$ cat config.mk
export PLATFORM = sky130hd
export DESIGN_NAME = pmci_host_avmm_bridge
export DESIGN_NICKNAME = d
export VERILOG_FILES = /design/src/rtl/pmci_bridge_pkg.sv /design/src/rtl/pmci_bridge_timer.sv /design/src/rtl/pmci_host_avmm_bridge.sv
export SDC_FILE = /design/constraint.sdc
export NUM_CORES = 1
export LEC_CHECK = 0
export BUFFER_PORTS_ARGS = -buffer_cell sky130_fd_sc_hd__buf_4
export CAP_MARGIN = 10
export CORE_AREA = 2 2 140 108
export CTS_BUF_LIST = sky130_fd_sc_hd__clkbuf_16
export CTS_CLUSTER_DIAMETER = 60
export CTS_CLUSTER_SIZE = 8
export DETAILED_ROUTE_END_ITERATION = 16
export DIE_AREA = 0 0 142 110
export PLACE_DENSITY_LB_ADDON = 0.2
export REMOVE_ABC_BUFFERS = 1
export SETUP_SLACK_MARGIN = 0.02
export SYNTH_ARGS = -nofsm -noshare
export SYNTH_HDL_FRONTEND = slang
export SYNTH_SLANG_ARGS = --single-unit
$ cat constraint.sdc
create_clock -name clk -period 2.75 [get_ports clk]
set_input_delay 0.55 -clock clk [delete_from_list [all_inputs] [get_ports clk]]
set_output_delay 0.55 -clock clk [all_outputs]
set_load 0.05 [all_outputs]
$ cat src/rtl/pmci_bridge_pkg.sv
// Shared types for the PMCI host MMIO-to-AVMM bridge: FSM states, beat size, response record.
package pmci_bridge_pkg;

    localparam int BEAT_BYTES = 4;

    typedef enum logic [2:0] {
        IDLE,
        WR_LO,
        WR_HI,
        RD_LO,
        RD_LO_DATA,
        RD_HI,
        RD_HI_DATA,
        RSP
    } bridge_state_e;

    typedef struct packed {
        logic [63:0] rdata;
        logic [7:0]  tag;
        logic        err;
    } rsp_t;

    // A 64-bit access must be 8-byte aligned, a 32-bit access 4-byte aligned.
    function automatic logic is_misaligned(input logic len64, input logic [2:0] addr_lsb);
        return len64 ? (addr_lsb != 3'b000) : (addr_lsb[1:0] != 2'b00);
    endfunction

endpackage

$ cat src/rtl/pmci_bridge_timer.sv
// Per-beat stall counter; expired is high on the LIMIT-th consecutive run cycle after start.
// No latency beyond that count; it never backpressures anything.
module pmci_bridge_timer #(
    parameter int LIMIT = 256
) (
    input  logic clk,
    input  logic start,
    input  logic run,
    input  logic clear,
    output logic expired
);

    localparam int CW = $clog2(LIMIT + 1);

    logic [CW-1:0] cnt;

    always_ff @(posedge clk) begin
        if (clear || start) begin
            cnt <= '0;
        end else if (run && !expired) begin
            cnt <= cnt + CW'(1);
        end
    end

    assign expired = run && (cnt == CW'(LIMIT - 1));

endmodule

$ cat src/rtl/pmci_host_avmm_bridge.sv
// MMIO to 32-bit AVMM bridge, one request at a time; 64-bit accesses split into two beats, 3-cycle min read latency.
// Ready only in IDLE, response held until mmio_rsp_ready; PMCI_BRIDGE_TIMEOUT_EN adds a per-beat stall timeout.
module pmci_host_avmm_bridge
    import pmci_bridge_pkg::*;
#(
    parameter int ADDR_W      = 32,
    parameter int TIMEOUT_CYC = 256
) (
    input  logic              clk,
    input  logic              rst,

    input  logic              mmio_req_valid,
    output logic              mmio_req_ready,
    input  logic              mmio_req_write,
    input  logic              mmio_req_len64,
    input  logic [ADDR_W-1:0] mmio_req_addr,
    input  logic [63:0]       mmio_req_wdata,
    input  logic [7:0]        mmio_req_tag,

    output logic              mmio_rsp_valid,
    input  logic              mmio_rsp_ready,
    output logic [63:0]       mmio_rsp_rdata,
    output logic [7:0]        mmio_rsp_tag,
    output logic              mmio_rsp_err,

    output logic [ADDR_W-1:0] avmm_address,
    output logic              avmm_write,
    output logic              avmm_read,
    output logic [31:0]       avmm_writedata,
    output logic [3:0]        avmm_byteenable,
    input  logic              avmm_waitrequest,
    input  logic [31:0]       avmm_readdata,
    input  logic              avmm_readdatavalid
);

    bridge_state_e     state, state_next;
    logic [ADDR_W-1:0] addr_q;
    logic [ADDR_W-1:0] addr_hi;
    logic [63:0]       wdata_q;
    logic              len64_q;
    rsp_t              rsp_q;
    logic              accept;
    logic              misalign;
    logic              rd_abort;
    logic              timeout;

    assign accept   = mmio_req_valid && mmio_req_ready;
    assign misalign = is_misaligned(mmio_req_len64, mmio_req_addr[2:0]);
    // Natural truncation gives the modulo-2^ADDR_W wrap for the high beat.
    assign addr_hi  = addr_q + ADDR_W'(BEAT_BYTES);

`ifdef PMCI_BRIDGE_TIMEOUT_EN
    logic waiting;

    assign waiting = (state == WR_LO) || (state == WR_HI) || (state == RD_LO) ||
                     (state == RD_LO_DATA) || (state == RD_HI) || (state == RD_HI_DATA);

    // Every state change restarts the count, so each beat gets its own budget.
    pmci_bridge_timer #(
        .LIMIT (TIMEOUT_CYC)
    ) u_timer (
        .clk     (clk),
        .start   (state_next != state),
        .run     (waiting),
        .clear   (rst),
        .expired (timeout)
    );
`else
    logic unused_timeout_cfg;

    assign timeout            = 1'b0;
    assign unused_timeout_cfg = (TIMEOUT_CYC == 0);
`endif

    always_ff @(posedge clk) begin
        if (rst) begin
            state <= IDLE;
        end else begin
            state <= state_next;
        end
    end

    always_comb begin
        state_next     = state;
        mmio_req_ready = 1'b0;
        mmio_rsp_valid = 1'b0;
        avmm_write     = 1'b0;
        avmm_read      = 1'b0;
        avmm_address   = addr_q;
        avmm_writedata = wdata_q[31:0];
        rd_abort       = 1'b0;

        case (state)
            IDLE: begin
                mmio_req_ready = 1'b1;
                if (mmio_req_valid) begin
                    if (misalign) begin
                        state_next = mmio_req_write ? IDLE : RSP;
                    end else begin
                        state_next = mmio_req_write ? WR_LO : RD_LO;
                    end
                end
            end
            WR_LO: begin
                avmm_write = 1'b1;
                if (!avmm_waitrequest) begin
                    state_next = len64_q ? WR_HI : IDLE;
                end else if (timeout) begin
                    state_next = IDLE;
                end
            end
            WR_HI: begin
                avmm_write     = 1'b1;
                avmm_address   = addr_hi;
                avmm_writedata = wdata_q[63:32];
                if (!avmm_waitrequest || timeout) begin
                    state_next = IDLE;
                end
            end
            RD_LO: begin
                avmm_read = 1'b1;
                if (!avmm_waitrequest) begin
                    state_next = RD_LO_DATA;
                end else if (timeout) begin
                    state_next = RSP;
                    rd_abort   = 1'b1;
                end
            end
            RD_LO_DATA: begin
                if (avmm_readdatavalid) begin
                    state_next = len64_q ? RD_HI : RSP;
                end else if (timeout) begin
                    state_next = RSP;
                    rd_abort   = 1'b1;
                end
            end
            RD_HI: begin
                avmm_read    = 1'b1;
                avmm_address = addr_hi;
                if (!avmm_waitrequest) begin
                    state_next = RD_HI_DATA;
                end else if (timeout) begin
                    state_next = RSP;
                    rd_abort   = 1'b1;
                end
            end
            RD_HI_DATA: begin
                if (avmm_readdatavalid) begin
                    state_next = RSP;
                end else if (timeout) begin
                    state_next = RSP;
                    rd_abort   = 1'b1;
                end
            end
            RSP: begin
                mmio_rsp_valid = 1'b1;
                if (mmio_rsp_ready) begin
                    state_next = IDLE;
                end
            end
            default: begin
                state_next = IDLE;
            end
        endcase

        // Reset takes effect on the bus immediately, not one edge later.
        if (rst) begin
            mmio_req_ready = 1'b0;
            mmio_rsp_valid = 1'b0;
            avmm_write     = 1'b0;
            avmm_read      = 1'b0;
            rd_abort       = 1'b0;
        end
    end

    always_ff @(posedge clk) begin
        if (rst) begin
            addr_q  <= '0;
            wdata_q <= '0;
            len64_q <= 1'b0;
            rsp_q   <= '0;
        end else begin
            if (accept) begin
                addr_q      <= mmio_req_addr;
                wdata_q     <= mmio_req_wdata;
                len64_q     <= mmio_req_len64;
                rsp_q.tag   <= mmio_req_tag;
                rsp_q.rdata <= '0;
                rsp_q.err   <= misalign;
            end
            if (state == RD_LO_DATA && avmm_readdatavalid) begin
                rsp_q.rdata[31:0] <= avmm_readdata;
            end
            if (state == RD_HI_DATA && avmm_readdatavalid) begin
                rsp_q.rdata[63:32] <= avmm_readdata;
            end
            // An abandoned read discards any half-captured data.
            if (rd_abort) begin
                rsp_q.rdata <= '0;
                rsp_q.err   <= 1'b1;
            end
        end
    end

    assign mmio_rsp_rdata  = rsp_q.rdata;
    assign mmio_rsp_tag    = rsp_q.tag;
    assign mmio_rsp_err    = rsp_q.err;
    assign avmm_byteenable = 4'hF;

endmodule

==> results of run 1 <==
[area by class of cell]
class | count | area [um^2]
fillers | 1127 | 3850
multi-input cells | 613 | 3670
flip-flops and latches | 173 | 3480
repair buffers | 307 | 2360
clock buffers | 17 | 425
well taps | 180 | 225
clock inverters | 14 | 171
inverters | 9 | 33.8
[per-layer routing]
metal	share of wire	vias to the layer above
met3	0.075	32
li1	-	3422
met4	0.019	0
met1	0.42	3310
met2	0.48	248
met5	0	-
[Yosys cell counts (2+ instances only)]
master       n  share of area
nand2_1    219           0.11
dfxtp_1    173           0.47
nand3b_1   100           0.10
nor2_1      78          0.040
a22oi_1     64          0.065
clkbuf_1    46          0.023
mux2_2      32          0.049
buf_2       21          0.014
xor2_1      20          0.024
nor3_1      13         0.0088
xnor2_1     12          0.014
inv_1        9         0.0046
a21oi_1      7         0.0047
nand3_1      7         0.0047
o31ai_1      7         0.0071
buf_4        6         0.0061
or3_1        5         0.0042
and4_1       4         0.0047
nand2b_1     4         0.0034
o2111ai_1    4         0.0047
o21ai_0      4         0.0027
and3_1       3         0.0025
nor4_1       3         0.0025
a211oi_1     2         0.0020
and2_1       2         0.0017
o211ai_1     2         0.0020
[cell families (layout without fill, tap and decap cells)]
family | count (synthesis) | in the layout | share of synthesized area
adders and majority gates | 1 | 1 | 0.00169
AOI/OAI and AO/OA | 96 | 96 | 0.0953
DFF | 173 | 173 | 0.469
xor gates and xnor gates | 32 | 32 | 0.0380
and+or+nand+nor | 446 | 447 | 0.297
buffers and inverters | 82 | 347 | 0.0483
other | 1 | 4 | 0.000508
muxes | 33 | 33 | 0.0502
[tightest hold or removal path, cell delays in order]
cell	delay (ns)
buf_4	0.08
nand2_1	0.04
nand2_1	0.04
[through the flow]
stage | TNS, ns | area (um^2) | util | hold slack (ns)
floorplan | -203.18 | 7070 | - | 0.446
global placement | 0 | 9640 | 0.678 | 0.459
detailed placement | 0 | 9640 | 0.678 | 0.461
CTS | -0.000813 | 10300 | 0.723 | 0.287
global route | -0.0497 | 10400 | 0.729 | 0.289
finish | 0 | 10400 | 0.729 | 0.302
[cells in the final DEF, fill, tap and decap left out, types with 5 or more instances in the layout]
cell and instances:
or3_1 5, nand3_1 7, clkbuf_16 17, nor2_1 78, o31ai_1 7, mux2_2 32, nand2_1 218, xor2_1 20
nand3b_1 100, buf_4 302, dfxtp_1 160, xnor2_1 12, dfxtp_2 12, a22oi_1 64, inv_1 10, a21oi_1 5
nor3_1 10
[worst paths after layout]
path	startpoint	end	slack (ns)	depth (start not counted)
setup / recovery	state[1]	avmm_address[19]	0.07	7
hold / removal	mmio_req_wdata[53]	wdata_q[53]	0.30	3
setup reg to reg	state[1]	addr_q[5]	0.59	7
hold reg to reg	wdata_q[33]	wdata_q[33]	0.47	2
[flip-flops by register name, indices dropped and copies added, names as in the netlist]
signal          cells
addr_q             32
len64_q             1
mmio_rsp_err        1
mmio_rsp_rdata     64
mmio_rsp_tag        8
state               3
wdata_q            64
[where the power goes]
group	internal [W]	switching, W
Combinational	0.00146	0.00279
Clock	0.00142	0.00101
Sequential	0.00301	0.000351
[repair_timing]
action	in CTS	in global routing
gates cloned	0	1
hold buffers	0	0
resized for setup	8	19
setup endpoints to repair	10	58
pin swaps	2	6
buffers inserted	2	5
==> results.md, run 1 <==
* Status: finished, final reports clean
* Synthesis-stage register bit count at 173
* Slowest CP cell: dfxtp_4
* Clock root buffer: clkbuf_16
* Main synth FF type: dfxtp_1
* Reg clk slew, reported paths at 0.07 ns
* Pwr Density at 969 mW/mm^2
* CTS buffer count at 17
* Vias in the first global route at 6,653
* Core area at 0.0142 mm^2
* Deepest clock path buffer count at 2
* Worst path cell trace: nor3b_4 -> buf_6 -> o211ai_1 -> buf_4 -> nor3_2 -> xor2_1 -> buf_4
* HPWL after DPL at 14,100 um
* Clock latency on the worst-skew pair at 0.43 ns
* PortBufs at 284
* GRT Total Usage at 0.260
* Maximum vdd drop at 695 uV
* Worst-margin pin slew at 0.591 ns
* Post-Place Cells at 1,274
* Die extent in y at 110 um
* Slew margin rel. at 0.605
* Max-slew violations at 0
* RSZ-0062 raised after global routing: true
* EDFF count, synth at 0
* Syn Inst Count at 864
* Largest net degree at the start of global routing at 155
* Synth warn at 0
* Leak pwr at 4.88 nW
* Row cnt at 38
* Seq/Total Area, Yosys at 0.469
* Max-cap violations at 0
* Max FO, Critical Path at 6
* Antenna Nets Post-Route at 0
* Post-synth ARST share at 0
* # IOs at 289
* CP Data Arrival Time at 2.13 ns
* Die area at 0.0156 mm^2
* Clock skew at 0.00633 ns
* Final setup violation count at 0
* Routing usage on met3 at 0.0799
* CP peak stage delay at 0.37 ns
* WL/cell at 16.0 um
* Hold/Removal Path Class: in2reg
* Yosys cell types at 43
* Final nets at 1,266
* Total Power at 0.0100 W
* Max Freq at 373 MHz
* Syn Area/Cell at 8.54 um^2
* GRT overflow at 0
* Routability-driven placement congestion ratio at 0.867
* P&R area growth vs syn at 40.4%
* Crit share post-route at 0.974
* Final worst slack at 0.0708 ns
* Starting utilization of the core area at 0.519
* CP Launch Type: flop
* Top Usage Layer GRT: met2
* Met2 usage at 0.433
* DRT iter0 DRCs at 633
* Fin cells at 1,313
* Clock period minus worst slack at 2.68 ns
* Global-route wire length before repair at 32,300 um
* Avg Vias per Cell at 5.34
* Fin. Hold Viols at 0
* Die Wd at 142 um
* CP Capture Type: primary output
* # diodes at 0
* Setup WS pre-CTS at 0.380 ns
* Crit-path leading delay family: buffers and inverters
* Detailed Route WL at 21,000 um
* Worst EP required at 2.20 ns
* Initial antenna violation count at 0
* Drt first pass iters at 5
* Layout cells sized above 1 at 0.353
* TritonCTS clock tree: built
* DRC viols at 0
* CP Buf/Inv Count at 3
* H-tree levels at 4
* Most frequent CP cell: buf_4
* Critical path class: reg2out
* Syn Std Cell Area at 0.00738 mm^2
* M1 GR Usage at 0.323
* Clock Sinks at 173
* DR vias at 7,012
Note: power is estimated with default switching activity, not from simulation.
==> inputs of run 2 (changes only) <==
- RECOVER_POWER: not set -> 25
==> run 2 against run 1 <==
Clock power hardly changed. Die area stayed put. Flip-flop and latch count stayed put. Register-to-register slack is essentially flat. Critical path type unchanged. Sequential share of layout area up 0.94 points. Non-clock buffer count unchanged. Utilization is 2.0 points lower. Critical path depth shrank 1. Worst hold slack lost 0.0022 ns. Largest power group unchanged. Power fell by 0.85%. Setup slack worse by 0.0093 ns.
==> results.md, run 2 (same netlist as run 1, synthesis figures left out) <==
* Status: finished, final reports clean
* Die Wd at 142 um
* Critical path class: reg2out
* Max-slew violations at 0
* Deepest clock path buffer count at 2
* Reg clk slew, reported paths at 0.07 ns
* Slew margin rel. at 0.556
* Max Freq at 372 MHz
* # diodes at 0
* Crit-path leading delay family: compound AO/OA/AOI/OAI gates
* DR vias at 7,019
* H-tree levels at 4
* Fin cells at 1,313
* Psw at 0.00415 W
* Initial antenna violation count at 0
* Detailed Route WL at 21,000 um
* Routability-driven placement congestion ratio at 0.867
* Antenna Nets Post-Route at 0
* Final setup violation count at 0
* HPWL after DPL at 14,100 um
* Post-Place Cells at 1,274
* Clock Sinks at 173
* Max-cap violations at 0
* GRT Total Usage at 0.260
* Clock period minus worst slack at 2.69 ns
* Die extent in y at 110 um
* Drt first pass iters at 5
* Commonest non-fill, non-tap cells in the layout: buf_4 (227), nand2_1 (218), dfxtp_1 (160)
* Sw Ratio at 0.417
* Crit share post-route at 0.978
* Clock skew at 0.00646 ns
* Worst EP required at 2.20 ns
* DRT iter0 DRCs at 516
* Clock share of power at 0.245
* Die area at 0.0156 mm^2
* Vias in the first global route at 6,653
* Sequential Power Share at 0.337
* Slowest CP cell: o211ai_1
* Most common cell after layout, fill and taps aside: buf_4
* Total Power at 0.00996 W
* Global-route wire length before repair at 32,300 um
* Starting utilization of the core area at 0.519
* CTS buffer count at 17
* Max FO, Critical Path at 5
* GRT overflow at 0
* Largest net degree at the start of global routing at 155
* Hold/Removal Path Class: in2reg
* Core area at 0.0142 mm^2
* Worst path cell trace: and3b_2 -> o211ai_1 -> buf_4 -> nor2_1 -> xnor2_1 -> buf_4
* CP peak stage delay at 0.46 ns
* Clock latency on the worst-skew pair at 0.43 ns
* Layout cells sized above 1 at 0.287
* CP Data Arrival Time at 2.14 ns
* WL/cell at 16.0 um
* DRC viols at 0
* RSZ-0062 raised after global routing: true
* Row cnt at 38
* TritonCTS clock tree: built
* Clock root buffer: clkbuf_16
* PortBufs at 284
* Leak pwr at 4.56 nW
* Avg Vias per Cell at 5.35
* Pwr Density at 988 mW/mm^2
* CP Capture Type: primary output
* CP Buf/Inv Count at 2
* P&R area growth vs syn at 36.6%
* # IOs at 289
* Worst-margin pin slew at 0.669 ns
* Fin. Hold Viols at 0
* Combinational share of power at 0.419
* Int Pwr at 0.00581 W
* Final nets at 1,266
* Most frequent CP cell: buf_4
* CP Launch Type: flop
* Maximum vdd drop at 655 uV
## run 2: final timing paths
path / to / depth (start not counted) / from / slack [ns]
hold reg to reg: wdata_q[63] / 2 / wdata_q[63] / 0.47
setup reg to reg: addr_q[5] / 7 / state[1] / 0.59
setup / recovery: avmm_address[17] / 6 / state[1] / 0.06
hold / removal: wdata_q[53] / 3 / mmio_req_wdata[53] / 0.30
## run 2: power groups by stage
stage | clock, W | combinational [W] | sequential [W]
2_1_floorplan | 0 | 0.00244 | 0.00369
3_3_place_gp | 0 | 0.00418 | 0.00335
3_5_place_dp | 0 | 0.00421 | 0.00337
4_1_cts | 0.00248 | 0.00423 | 0.00333
5_1_grt | 0.00259 | 0.00443 | 0.00341
6_report | 0.00244 | 0.00417 | 0.00336
## run 2: area by class of cell
class                           instances  area (um^2)
Inverter                                9         33.8
Clock buffer                           17          425
Multi-Input combinational cell        613         3670
Fill cell                            1229         4130
Sequential cell                       173         3480
Timing Repair Buffer                  307         2080
Clock inverter                         14          171
Tap cell                              180          225
## run 2: worst register-to-register path: cells and delay by family (launching register included)
family / cells / cell delay, ns
AOI/OAI and AO/OA: 1 / 0.07
buffers and inverters: 3 / 0.61
DFF: 1 / 0.36
and+or+nand+nor: 3 / 1.05
## run 2: what timing repair did
item / in CTS / in global routing
gates resized for setup: 8 / 19
hold buffers: 0 / 0
pin swaps: 2 / 6
gates cloned: 0 / 1
endpoints found under the setup margin: 10 / 58
setup buffers: 2 / 5
## run 2: metrics by stage
step | utilization | setup TNS (ns) | instance area (um^2) | worst slack, ns | hold WS, ns
3_5_place_dp | 0.678 | 0 | 9640 | 0.380 | 0.461
3_3_place_gp | 0.678 | 0 | 9640 | 0.394 | 0.459
2_1_floorplan | - | -203.18 | 7070 | -1.93 | 0.446
6_report | 0.709 | 0 | 10100 | 0.0615 | 0.300
4_1_cts | 0.723 | -0.000813 | 10300 | -0.000813 | 0.287
5_1_grt | 0.709 | -0.0497 | 10100 | -0.0268 | 0.289
## run 2: routing by layer
layer / global-route usage / vias to the layer above / share of wire
met4: 0.0879 / 0 / 0.019
met3: 0.0799 / 33 / 0.079
li1: - / 3428 / -
met1: 0.323 / 3303 / 0.42
met2: 0.433 / 255 / 0.48
met5: 0 / - / 0
==> inputs of run 3 (changes only) <==
- SETUP_SLACK_MARGIN: 0.02 -> 0.5
==> run 3 against run 2 <==
First-iteration DRC count up 9.9%. Clock skew up 0.0047 ns. Flip-flop and latch count unchanged. Non-clock buffer count up 24. Register-to-register slack about the same. Maximum frequency down 1.4%. Die area unchanged. Wire length up 17%. Utilization up 6.3 points.
==> results.md, run 3 (same netlist as run 1, synthesis figures left out) <==
* Status: finished, final reports clean
* Clock Sinks at 173
* Routing usage on met3 at 0.0851
* Hold/Removal Path Class: in2reg
* Reg clk slew, reported paths at 0.07 ns
* Die area at 0.0156 mm^2
* Row cnt at 38
* Top Usage Layer GRT: met2
* DRC viols at 0
* Core area at 0.0142 mm^2
* CTS buffer count at 17
* Drt first pass iters at 8
* Post-DP Area at 0.00964 mm^2
* WL/cell at 18.3 um
* Maximum vdd drop at 712 uV
* P&R area growth vs syn at 48.7%
* Deepest clock path buffer count at 2
* CP Data Arrival Time at 2.18 ns
* Routability-driven placement congestion ratio at 0.867
* Final nets at 1,291
* Worst EP required at 2.20 ns
* Slowest CP cell: or3_1
* Fin cells at 1,338
* DR vias at 7,459
* Final setup violation count at 0
* Final Cell Area at 0.0110 mm^2
* Clock skew at 0.0112 ns
* Worst-margin pin slew at 0.656 ns
* RSZ-0062 raised after global routing: true
* Clock root buffer: clkbuf_16
* Slew margin rel. at 0.565
* Avg Vias per Cell at 5.57
* Crit share post-route at 0.992
* HPWL after DPL at 14,100 um
* Max-cap violations at 0
* Max Freq at 367 MHz
* Pwr Density at 995 mW/mm^2
* PortBufs at 284
* Cts hold-fix bufs at 0
* Layout cells sized above 1 at 0.321
* Fin. Hold Viols at 0
* Max-slew violations at 0
* Met2 usage at 0.477
* Clock period minus worst slack at 2.73 ns
* Clock latency on the worst-skew pair at 0.43 ns
* Initial antenna violation count at 0
* Commonest non-fill, non-tap cells in the layout: nand2_1 (218), buf_4 (201), dfxtp_1 (156)
* Global-route wire length before repair at 34,600 um
* Largest net degree at the start of global routing at 155
* Post-Place Cells at 1,274
* GRT overflow at 0
* Vias in the first global route at 7,034
* H-tree levels at 4
* Die extent in y at 110 um
* # diodes at 0
* Die Wd at 142 um
* DRT iter0 DRCs at 567
* GRT Total Usage at 0.280
* Critical path class: reg2out
* Antenna Nets Post-Route at 0
* Setup TNS at 0 ns
* CP Launch Type: flop
* Detailed Route WL at 24,500 um
* M1 GR Usage at 0.336
* TritonCTS clock tree: built
* CP Capture Type: primary output
* Max FO, Critical Path at 5
* Starting utilization of the core area at 0.519
* CP peak stage delay at 0.42 ns
* Worst path cell trace: ha_4 -> and3_1 -> o2111ai_2 -> or3_1 -> xnor2_1 -> buf_4
* Most common cell after layout, fill and taps aside: nand2_1
* # IOs at 289
* Leak pwr at 4.97 nW
==> run 3: where the power goes <==
| part | leakage [nW] | internal [W] | switching (W) | total, W |
|---|---|---|---|---|
| combinational | 3.26 | 0.00198 | 0.00312 | 0.00510 |
| clock | 0.280 | 0.00143 | 0.00102 | 0.00244 |
| sequential | 1.42 | 0.00302 | 0.000360 | 0.00338 |
| total | 4.97 | 0.00642 | 0.00450 | 0.0109 |
==> run 3: critical path, delay by kind of cell (launching register included) <==
family	cells	cell delay, ns
buffers and inverters	1	0.21
XOR/XNOR	1	0.15
AND/OR/NAND/NOR	2	0.60
adder cells (fa/ha/maj)	1	0.17
AO/OA/AOI/OAI	1	0.25
flip-flops	1	0.39
==> run 3: stage by stage <==
step	setup slack, ns	utilization	power (W)	hold WS, ns
2_1_floorplan	-1.93	-	0.00613	0.446
3_3_place_gp	0.394	0.678	0.00753	0.459
3_5_place_dp	0.380	0.678	0.00758	0.461
4_1_cts	0.125	0.750	0.0103	0.287
5_1_grt	-0.0888	0.772	0.0114	0.285
6_report	0.0220	0.772	0.0109	0.300
==> run 3: worst paths after layout <==
path / from / end / cells after the start / slack, ns
worst max register to register: state[0] / addr_q[5] / 8 / 0.60
worst max-delay path: addr_q[3] / avmm_address[30] / 6 / 0.02
worst min-delay path: mmio_req_wdata[21] / wdata_q[21] / 3 / 0.30
worst min register to register: addr_q[0] / addr_q[0] / 2 / 0.47
==> run 3: area by class of cell <==
type | count | area [um^2]
Inverter | 9 | 33.8
Fill cell | 1026 | 3240
Clock buffer | 17 | 425
Clock inverter | 14 | 171
Tap cell | 180 | 225
Timing Repair Buffer | 331 | 2660
Sequential cell | 173 | 3500
Multi-Input combinational cell | 614 | 3970
==> run 3: routing by layer <==
metal,vias up,wire (um)
met5,-,0
met4,0,607
met3,64,2060
met2,385,12000
met1,3526,9800
li1,3484,-
==> run 3: timing repair <==
| item | CTS | global route |
|---|---|---|
| setup buffers | 21 | 5 |
| setup endpoints to repair | 63 | 68 |
| gates cloned | 3 | 4 |
| pin swaps | 16 | 13 |
| resized for setup | 61 | 116 |
